===== config.mk =====
export PLATFORM = sky130hd
export DESIGN_NAME = trap_sequencer
export DESIGN_NICKNAME = d
export VERILOG_FILES = /design/src/rtl/csr_pkg.sv /design/src/rtl/trap_sequencer.sv
export SDC_FILE = /design/constraint.sdc
export NUM_CORES = 1
export LEC_CHECK = 0
export ABC_CLOCK_PERIOD_IN_PS = 4800
export BUFFER_PORTS_ARGS = -buffer_cell sky130_fd_sc_hd__buf_2
export CAP_MARGIN = 20
export CORE_AREA = 2 2 154 156
export DETAILED_ROUTE_END_ITERATION = 8
export DIE_AREA = 0 0 156 158
export MAX_ROUTING_LAYER = met4
export PLACE_DENSITY = 0.6
export RECOVER_POWER = 50
export SLEW_MARGIN = 20
export SYNTH_ARGS = -nofsm -noshare
export SYNTH_HDL_FRONTEND = slang
export SYNTH_SLANG_ARGS = --single-unit

===== constraint.sdc =====
create_clock -name clk -period 4.8 [get_ports clk]
set_input_delay 0.72 -clock clk [delete_from_list [all_inputs] [get_ports clk]]
set_output_delay 0.72 -clock clk [all_outputs]
set_load 0.05 [all_outputs]

===== src/rtl/csr_pkg.sv =====
// Shared encodings between the core-side trap sequencer and the machine CSR unit:
// CSR op codes, mcause values used as exception addresses, request kinds and sequencer states.
package csr_pkg;

  localparam logic [2:0] OP_EXCEPTION = 3'b000;
  localparam logic [2:0] OP_MRET      = 3'b001;
  localparam logic [2:0] OP_CSRRW     = 3'b101;
  localparam logic [2:0] OP_CSRRS     = 3'b110;
  localparam logic [2:0] OP_CSRRC     = 3'b111;

  localparam logic [4:0] MCAUSE_EXT_INT = 5'b11011;
  localparam logic [4:0] MCAUSE_SW_INT  = 5'b10011;
  localparam logic [4:0] MCAUSE_ILLEGAL = 5'b00010;

  typedef enum logic [1:0] {
    REQ_CSR  = 2'b00,
    REQ_MRET = 2'b01,
    REQ_EXC  = 2'b10,
    REQ_INT  = 2'b11
  } req_kind_t;

  typedef enum logic [1:0] {
    S_IDLE,
    S_ISSUE,
    S_GAP,
    S_DONE
  } state_t;

endpackage


===== src/rtl/trap_sequencer.sv =====
// Sequences one system request at a time through the CSR unit handshake; done arrives four cycles
// after acceptance for a plain op (eight on the fault-reissue path). New requests wait while ready=0.
module trap_sequencer
  import csr_pkg::*;
#(
  parameter int TIMEOUT = 8
) (
  input  logic        clk,
  input  logic        reset,
  input  logic        req,
  input  logic [1:0]  req_kind,
  input  logic [2:0]  funct3,
  input  logic [11:0] csr_addr,
  input  logic [3:0]  exc_code,
  input  logic [31:0] operand,
  input  logic [31:0] pc,
  output logic        ready,
  output logic        done,
  output logic [31:0] result,
  output logic        redirect,
  output logic [31:0] redirect_pc,
  output logic        trap_taken,
  output logic        error,
  output logic        csr_available,
  output logic [2:0]  csr_op,
  output logic [11:0] csr_addr_exception,
  output logic [31:0] csr_write_value,
  input  logic [31:0] csr_read_value,
  input  logic        csr_busy,
  input  logic        csr_fault,
  input  logic        csr_ext_int_pending,
  input  logic        csr_sw_int_pending
);

  localparam int WW = $clog2(TIMEOUT + 1);

  state_t         state;
  logic [WW-1:0]  wdog;
  logic           seen_busy;
  logic [31:0]    pc_q;

  logic           dec_issue;
  logic [2:0]     dec_op;
  logic [11:0]    dec_addr;
  logic [31:0]    dec_value;

  // Default decode is the illegal-instruction trap; legal kinds override it.
  always_comb begin
    dec_issue = 1'b1;
    dec_op    = OP_EXCEPTION;
    dec_addr  = {7'b0, MCAUSE_ILLEGAL};
    dec_value = pc;
    case (req_kind)
      REQ_CSR: begin
        if (funct3[1:0] != 2'b00) begin
          dec_op    = {1'b1, funct3[1:0]};
          dec_addr  = csr_addr;
          dec_value = operand;
        end
      end
      REQ_MRET: begin
        dec_op    = OP_MRET;
        dec_addr  = 12'h000;
        dec_value = 32'h0;
      end
      REQ_EXC: dec_addr = {8'b0, exc_code};
      REQ_INT: begin
        if (csr_ext_int_pending)     dec_addr = {7'b0, MCAUSE_EXT_INT};
        else if (csr_sw_int_pending) dec_addr = {7'b0, MCAUSE_SW_INT};
        else                         dec_issue = 1'b0;
      end
      default: dec_issue = 1'b0;
    endcase
  end

  always_ff @(posedge clk) begin
    if (reset) begin
      state              <= S_IDLE;
      ready              <= 1'b1;
      done               <= 1'b0;
      result             <= '0;
      redirect           <= 1'b0;
      redirect_pc        <= '0;
      trap_taken         <= 1'b0;
      error              <= 1'b0;
      csr_available      <= 1'b0;
      csr_op             <= '0;
      csr_addr_exception <= '0;
      csr_write_value    <= '0;
      pc_q               <= '0;
      seen_busy          <= 1'b0;
      wdog               <= '0;
    end else begin
      done <= 1'b0;
      case (state)
        S_IDLE: begin
          if (req) begin
            ready              <= 1'b0;
            pc_q               <= pc;
            seen_busy          <= 1'b0;
            wdog               <= '0;
            csr_op             <= dec_op;
            csr_addr_exception <= dec_addr;
            csr_write_value    <= dec_value;
            if (dec_issue) begin
              state         <= S_ISSUE;
              csr_available <= 1'b1;
            end else begin
              state       <= S_DONE;
              done        <= 1'b1;
              result      <= '0;
              redirect    <= 1'b0;
              redirect_pc <= '0;
              trap_taken  <= 1'b0;
              error       <= 1'b0;
            end
          end
        end
        S_ISSUE: begin
          wdog <= wdog + 1'b1;
          if (csr_busy) seen_busy <= 1'b1;
          if (seen_busy && !csr_busy) begin
            csr_available <= 1'b0;
            if (csr_fault && csr_op[2]) begin
              // Faulting CSR access becomes an illegal-instruction trap after one idle cycle.
              state              <= S_GAP;
              csr_op             <= OP_EXCEPTION;
              csr_addr_exception <= {7'b0, MCAUSE_ILLEGAL};
              csr_write_value    <= pc_q;
            end else begin
              state       <= S_DONE;
              done        <= 1'b1;
              error       <= csr_fault;
              trap_taken  <= !csr_fault && (csr_op == OP_EXCEPTION);
              redirect    <= !csr_fault && !csr_op[2];
              redirect_pc <= (!csr_fault && !csr_op[2]) ? csr_read_value : '0;
              result      <= csr_op[2] ? csr_read_value : '0;
            end
          end else if (wdog == WW'(TIMEOUT - 1)) begin
            state         <= S_DONE;
            done          <= 1'b1;
            csr_available <= 1'b0;
            error         <= 1'b1;
            result        <= '0;
            redirect      <= 1'b0;
            redirect_pc   <= '0;
            trap_taken    <= 1'b0;
          end
        end
        S_GAP: begin
          state         <= S_ISSUE;
          csr_available <= 1'b1;
          wdog          <= '0;
          seen_busy     <= 1'b0;
        end
        S_DONE: begin
          state <= S_IDLE;
          ready <= 1'b1;
        end
        default: state <= S_IDLE;
      endcase
    end
  end

endmodule


; Word-level counts from Yosys, hierarchy flattened
; Index checks and enable logic that the tools add are counted.
[op_classes]
mux = 69
add_sub_neg = 1
eq_ne = 15
n_reduce_logical = 22
[ops]
columns = operator, n
row1 = 2-to-1 mux 32 bit, 13
row2 = one-hot mux 32 bit (2 select lines), 4
row3 = 2-to-1 mux 12 bit, 4
row4 = one-hot mux 12 bit (4 select lines), 1
row5 = 2-to-1 mux 1 bit, 24
row6 = one-hot mux 12 bit (2 select lines), 1
row7 = 2-to-1 mux 3 bit, 4
row8 = inequality test 2 bit (second input constant), 6
row9 = one-hot mux 3 bit (2 select lines), 2
row10 = one-hot mux 4 bit (3 select lines), 1
row11 = 2-to-1 mux 5 bit, 2
row12 = one-hot mux 1 bit (2 select lines), 5
row13 = == test 2 bit (second input constant), 4
row14 = 2-to-1 mux 2 bit, 4
row15 = one-hot mux 2 bit (4 select lines), 1
row16 = AND reduction 2 bit, 4
row17 = AND reduction 4 bit, 2
row18 = inequality test 3 bit (second input constant), 2
row19 = one-hot mux 1 bit (3 select lines), 2
row20 = nonzero test 2 bit, 3
row21 = AND reduction 5 bit, 1
row22 = adder 4 x 1 -> 4 bit (second input constant), 1
row23 = == test 2 x 1 -> 1 bit (second input constant), 2
row24 = == test 4 x 3 -> 1 bit (second input constant), 1
row25 = other kinds (7), 13
[word_totals]
output_inout_bits = 117
regBits = 156
elab_cells = 122
input_bits = 124

; Longest topological paths before layout
[logic_depth]
word_depth = 6
mapped_depth = 8
depth_no_buf = 5

; Worst setup path before layout
; Ideal clock, no wire load.
[synth_path]
kind = input port to flip-flop
from = input csr_sw_int_pending
to = register result[23]
t_arrival_ps = 2046
slack_ps = 2683
cell_stages = 6
path_buffers = 2
required_ps = 4730
setup_ps = 70
path_cell_list = and4bb_2 -> o32ai_1 -> buf_2 -> clkbuf_1 -> or4b_1 -> a21oi_1
[synth_between]
elab_chain_cells = 5
[synth_rtl]
columns = item, line_no
row1 = start: declaration, trap_sequencer.sv:32  ; input logic csr_sw_int_pending
row2 = 2-to-1 mux 1 bit, trap_sequencer.sv:69  ; else if (csr_sw_int_pending) dec_addr = {7'b0, MCAUSE_SW_INT};
row3 = 2-to-1 mux 1 bit, trap_sequencer.sv:68  ; if (csr_ext_int_pending) dec_addr = {7'b0, MCAUSE_EXT_INT};
row4 = 2-to-1 mux 1 bit, trap_sequencer.sv:53  ; case (req_kind)
row5 = inequality test 2 bit (no line), --
row6 = AND reduction 5 bit (no line), --
row7 = end signal: assignment, trap_sequencer.sv:137  ; result <= csr_op[2] ? csr_read_value : '0;
row8 = end: declaration, trap_sequencer.sv:19  ; output logic [31:0] result,
; No other way between the ends.
; A chain may end at the register's enable or synchronous reset.

==> run_summary.xml <==
<?xml version="1.0" encoding="UTF-8"?>
<metrics>
  <group name="run_status">
    <metric name="result_of_the_run" unit="">complete, but fails checks</metric>
    <metric name="violations_in_the_final_reports" unit="">capacitance limit, slew limit</metric>
  </group>
  <group name="floorplanning">
    <metric name="floorplan.die_area" unit="sq um">24600</metric>
    <metric name="start_util" unit="%">29.5</metric>
    <metric name="io_pins" unit="">241</metric>
    <metric name="y_dimension_of_the_die" unit="microns">158</metric>
    <metric name="die-width" unit="microns">156</metric>
    <metric name="coreArea" unit="sq um">23100</metric>
    <metric name="floorplan.rows" unit="">56</metric>
  </group>
  <group name="worst_setup_path">
    <metric name="slowest_cp_cell" unit="">sky130_fd_sc_hd__clkbuf_1</metric>
    <metric name="startpoint_type" unit="">primary input</metric>
    <metric name="cp.required" unit="ps">5100</metric>
    <metric name="critical_path.endpoint_type" unit="">register</metric>
    <metric name="critPathArrivalTime" unit="ps">3620</metric>
    <metric name="path_max_fanout" unit="">61</metric>
    <metric name="critical_path_buf_inv_count" unit="">2</metric>
    <metric name="crit_family" unit="">buffers and inverters</metric>
    <metric name="worst-setup-path-type" unit="">primary input to register</metric>
    <metric name="cp_slowest_stage_delay" unit="ps">1960</metric>
    <metric name="timing.critical_path.cells" unit="">buf_6 -&gt; clkbuf_1 -&gt; nor3b_1 -&gt; a221o_1</metric>
  </group>
  <group name="power">
    <metric name="total_leakage_power" unit="nW">3.19</metric>
    <metric name="max_rail_drop_vdd" unit="uV">193</metric>
    <metric name="powerDensity" unit="nW/um^2">385</metric>
    <metric name="seq_power_share" unit="%">41.8</metric>
    <metric name="switching_power" unit="mW">1.07</metric>
    <metric name="switching_share" unit="%">32.2</metric>
    <metric name="p_int" unit="mW">2.25</metric>
    <metric name="power.combinational.fraction" unit="%">16.5</metric>
    <metric name="power.clock.fraction" unit="%">41.7</metric>
  </group>
  <group name="timing">
    <metric name="grt_setup_unrepaired" unit="">false</metric>
    <metric name="slew_limit_headroom" unit="%">-79.9</metric>
    <metric name="number_of_max_slew_violations_in_the_final_report" unit="">60</metric>
    <metric name="clock.fmax" unit="MHz">302</metric>
    <metric name="clock_skew" unit="ps">11.9</metric>
    <metric name="finalSetupViolations" unit="">0</metric>
    <metric name="finalCriticalPeriod" unit="ps">3320</metric>
    <metric name="least_margin_pin_slew" unit="ps">2700</metric>
    <metric name="finalCritPeriodShare" unit="%">69.1</metric>
    <metric name="final_hold_viol_count" unit="">0</metric>
    <metric name="setup_tns" unit="ps">0</metric>
  </group>
  <group name="route">
    <metric name="wire_per_inst" unit="microns">16.7</metric>
    <metric name="detail_route.drc_violations" unit="">0</metric>
    <metric name="drt_pre_antenna_iters" unit="">4</metric>
    <metric name="via_count" unit="">6512</metric>
    <metric name="drtAntennaViolNets" unit="">0</metric>
    <metric name="totalWireLength" unit="microns">21300</metric>
    <metric name="drt_iter0_drc" unit="">403</metric>
    <metric name="via_per_inst" unit="">5.12</metric>
  </group>
  <group name="clocking">
    <metric name="cts_resized" unit="">0</metric>
    <metric name="ctsHoldBuffers" unit="">0</metric>
    <metric name="deepest_clock_path_buffer_count" unit="">2</metric>
    <metric name="post-cts-setup-buffers" unit="">0</metric>
    <metric name="clock_tree_from_tritoncts" unit="">yes</metric>
    <metric name="cts.sinks" unit="">156</metric>
    <metric name="number_of_buffers_inserted_during_clock_tree_synthesis" unit="">17</metric>
    <metric name="clk_pin_slew" unit="ps">70</metric>
    <metric name="cts_htree_levels" unit="">4</metric>
    <metric name="worstSkewPairLatency" unit="ps">430</metric>
    <metric name="clock-root-buffer" unit="">sky130_fd_sc_hd__clkbuf_16</metric>
  </group>
  <group name="finish">
    <metric name="final_nets" unit="">1092</metric>
    <metric name="stdcell_area" unit="sq um">8600</metric>
    <metric name="layout_common_cells" unit="">156 x sky130_fd_sc_hd__dfxtp_1, 131 x sky130_fd_sc_hd__buf_2, 110 x sky130_fd_sc_hd__a21oi_1, 108 x sky130_fd_sc_hd__clkbuf_1, 102 x sky130_fd_sc_hd__nand2_1</metric>
    <metric name="syn_to_final_growth" unit="%">26.5</metric>
    <metric name="num-fill-cells" unit="">2455</metric>
    <metric name="drive_gt1_share" unit="%">21.0</metric>
    <metric name="layout_commonest_cell" unit="">sky130_fd_sc_hd__dfxtp_1</metric>
  </group>
  <group name="synth">
    <metric name="synth_enable_flop_cells" unit="">0</metric>
    <metric name="netlist_area" unit="sq um">6800</metric>
    <metric name="synth-seq-area-share" unit="%">45.9</metric>
    <metric name="ys.warnings.count" unit="">0</metric>
    <metric name="post_synth_inst_count" unit="">782</metric>
    <metric name="synthFlopType" unit="">sky130_fd_sc_hd__dfxtp_1</metric>
    <metric name="yosysUniqueCellTypes" unit="">55</metric>
    <metric name="syn_avg_cell_area" unit="sq um">8.69</metric>
    <metric name="postSynth.asyncResetShare" unit="%">0</metric>
    <metric name="synthesized_netlist_net_count" unit="">907</metric>
    <metric name="synth.ff_latch_count" unit="">156</metric>
  </group>
  <group name="grt">
    <metric name="global_route.usage.total" unit="%">17.7</metric>
    <metric name="grt_first_pass_wirelength" unit="microns">33700</metric>
    <metric name="maximum_number_of_pins_on_one_net_before_global_route_repair" unit="">102</metric>
    <metric name="grt_overflow_total" unit="">0</metric>
    <metric name="antenna_found_initial" unit="">2</metric>
    <metric name="grt_pass1_vias" unit="">6350</metric>
  </group>
  <group name="placed_design">
    <metric name="gpl.final_weighted_congestion" unit="">0.753</metric>
    <metric name="io_buffers" unit="">239</metric>
    <metric name="placement.cell_area" unit="sq um">8130</metric>
    <metric name="dp_hpwl" unit="microns">13400</metric>
  </group>
  <group name="run">
    <metric name="maxCapViolCount" unit="">1</metric>
  </group>
  <group name="worst_hold_path">
    <metric name="hold_path.class" unit="">register to register</metric>
  </group>
</metrics>
==> routing by layer <==
layer	wire, microns	GRT usage [%]	vias to the layer above	part of all wire, %
li1	-	-	3231	-
met4	224	4.94	0	1.1
met2	9510	27.5	216	45
met5	0	-	-	0
met1	10100	22.8	3050	47
met3	1510	4.79	15	7.1
==> cell usage after synthesis (2+ instances only) <==
master                     instances  area share (%)
sky130_fd_sc_hd__o41ai_1           5            0.64
sky130_fd_sc_hd__buf_1             6            0.33
sky130_fd_sc_hd__buf_2             8            0.59
sky130_fd_sc_hd__nor2b_1          11             1.0
sky130_fd_sc_hd__mux2_2            2            0.33
sky130_fd_sc_hd__o41ai_2          17             4.1
sky130_fd_sc_hd__a21o_1            2            0.22
sky130_fd_sc_hd__nand2_1         102             5.6
sky130_fd_sc_hd__nand3b_1         22             2.4
sky130_fd_sc_hd__nor3_1            6            0.44
sky130_fd_sc_hd__o21ai_0          73             5.4
sky130_fd_sc_hd__o211ai_1          2            0.22
sky130_fd_sc_hd__nor4_1            2            0.18
sky130_fd_sc_hd__or3_1             3            0.28
sky130_fd_sc_hd__and3_1            3            0.28
sky130_fd_sc_hd__a21oi_1         110             8.1
sky130_fd_sc_hd__nor3b_1           9            0.99
sky130_fd_sc_hd__nand2b_1          2            0.18
sky130_fd_sc_hd__dfxtp_1         156              46
sky130_fd_sc_hd__buf_6             5            0.83
sky130_fd_sc_hd__a22o_1           10             1.3
sky130_fd_sc_hd__inv_1             4            0.22
sky130_fd_sc_hd__nor2_1           48             2.7
sky130_fd_sc_hd__a31oi_1           3            0.28
sky130_fd_sc_hd__a221oi_1         24             3.1
sky130_fd_sc_hd__clkbuf_1         64             3.5
sky130_fd_sc_hd__a221o_1           9             1.3
sky130_fd_sc_hd__nand3_1           5            0.37
sky130_fd_sc_hd__or4b_1           32             4.7
sky130_fd_sc_hd__or2_2             4            0.37
sky130_fd_sc_hd__a22oi_1           9            0.99
==> final cells by class <==
type	count	area [sq um]	share of cell area [%]
antenna	2	5.00	0.0582
clock buffer	17	425	4.95
clock inverter	15	171	1.99
inverter	4	15.0	0.175
multi-input combinational	537	3340	38.8
sequential	156	3120	36.3
tap	290	363	4.22
timing repair buffer	251	1160	13.5
==> power by group through the flow <==
stage	combinational, mW	sequential, mW	clock (mW)
5_1_grt	0.599	1.39	1.48
6_report	0.547	1.38	1.38
2_1_floorplan	0.289	1.52	0
3_3_place_gp	0.555	1.41	0
3_5_place_dp	0.560	1.41	0
4_1_cts	0.562	1.38	1.43
==> worst reg2reg max path: cells and delay by family, from the launching register on <==
kind | cells | cell delay (ps)
flops | 1 | 680
simple gates | 3 | 1110
compound gates | 1 | 180
buf+inv | 2 | 670
==> state kept, by name, summed over array words and instances, names as in the netlist <==
| register | cells |
|---|---|
| csr_addr_exception | 12 |
| csr_available | 1 |
| csr_op | 3 |
| csr_write_value | 32 |
| done | 1 |
| error | 1 |
| pc_q | 32 |
| ready | 1 |
| redirect | 1 |
| redirect_pc | 32 |
| result | 32 |
| seen_busy | 1 |
| state | 2 |
| trap_taken | 1 |
| wdog | 4 |
==> cells by family (layout without fill, tap and decap cells) <==
group | count (synthesis) | after routing | share of synthesized area (%)
and+or+nand+nor | 259 | 259 | 20.9
DFF | 156 | 156 | 45.9
other | 0 | 2 | 0
adders and majority gates | 1 | 1 | 0.184
buffers and inverters | 89 | 287 | 5.69
muxes | 2 | 2 | 0.331
AOI/OAI and AO/OA | 275 | 275 | 27.0
==> final timing paths <==
kind                            startpoint            endpoint  slack (ps)  cells past startpoint
worst max register to register    state[0]          result[20]        2100                      6
worst min-delay path               pc_q[7]             pc_q[7]         450                      2
worst max-delay path                 reset  csr_write_value[0]        1480                      4
worst min register to register     pc_q[7]             pc_q[7]         450                      2
==> per-stage QoR <==
step	worst slack (ps)	instances	hold WS (ps)	util [%]	total power, mW
floorplan	2680	782	432	-	1.81
global placement	1660	1237	437	35.2	1.97
detailed placement	2050	1238	442	35.3	1.97
CTS	2080	1270	453	37.9	3.37
global route	1200	1272	472	37.3	3.47
finish	1480	1272	452	37.3	3.31
Note: power is estimated with default switching activity, not from simulation.
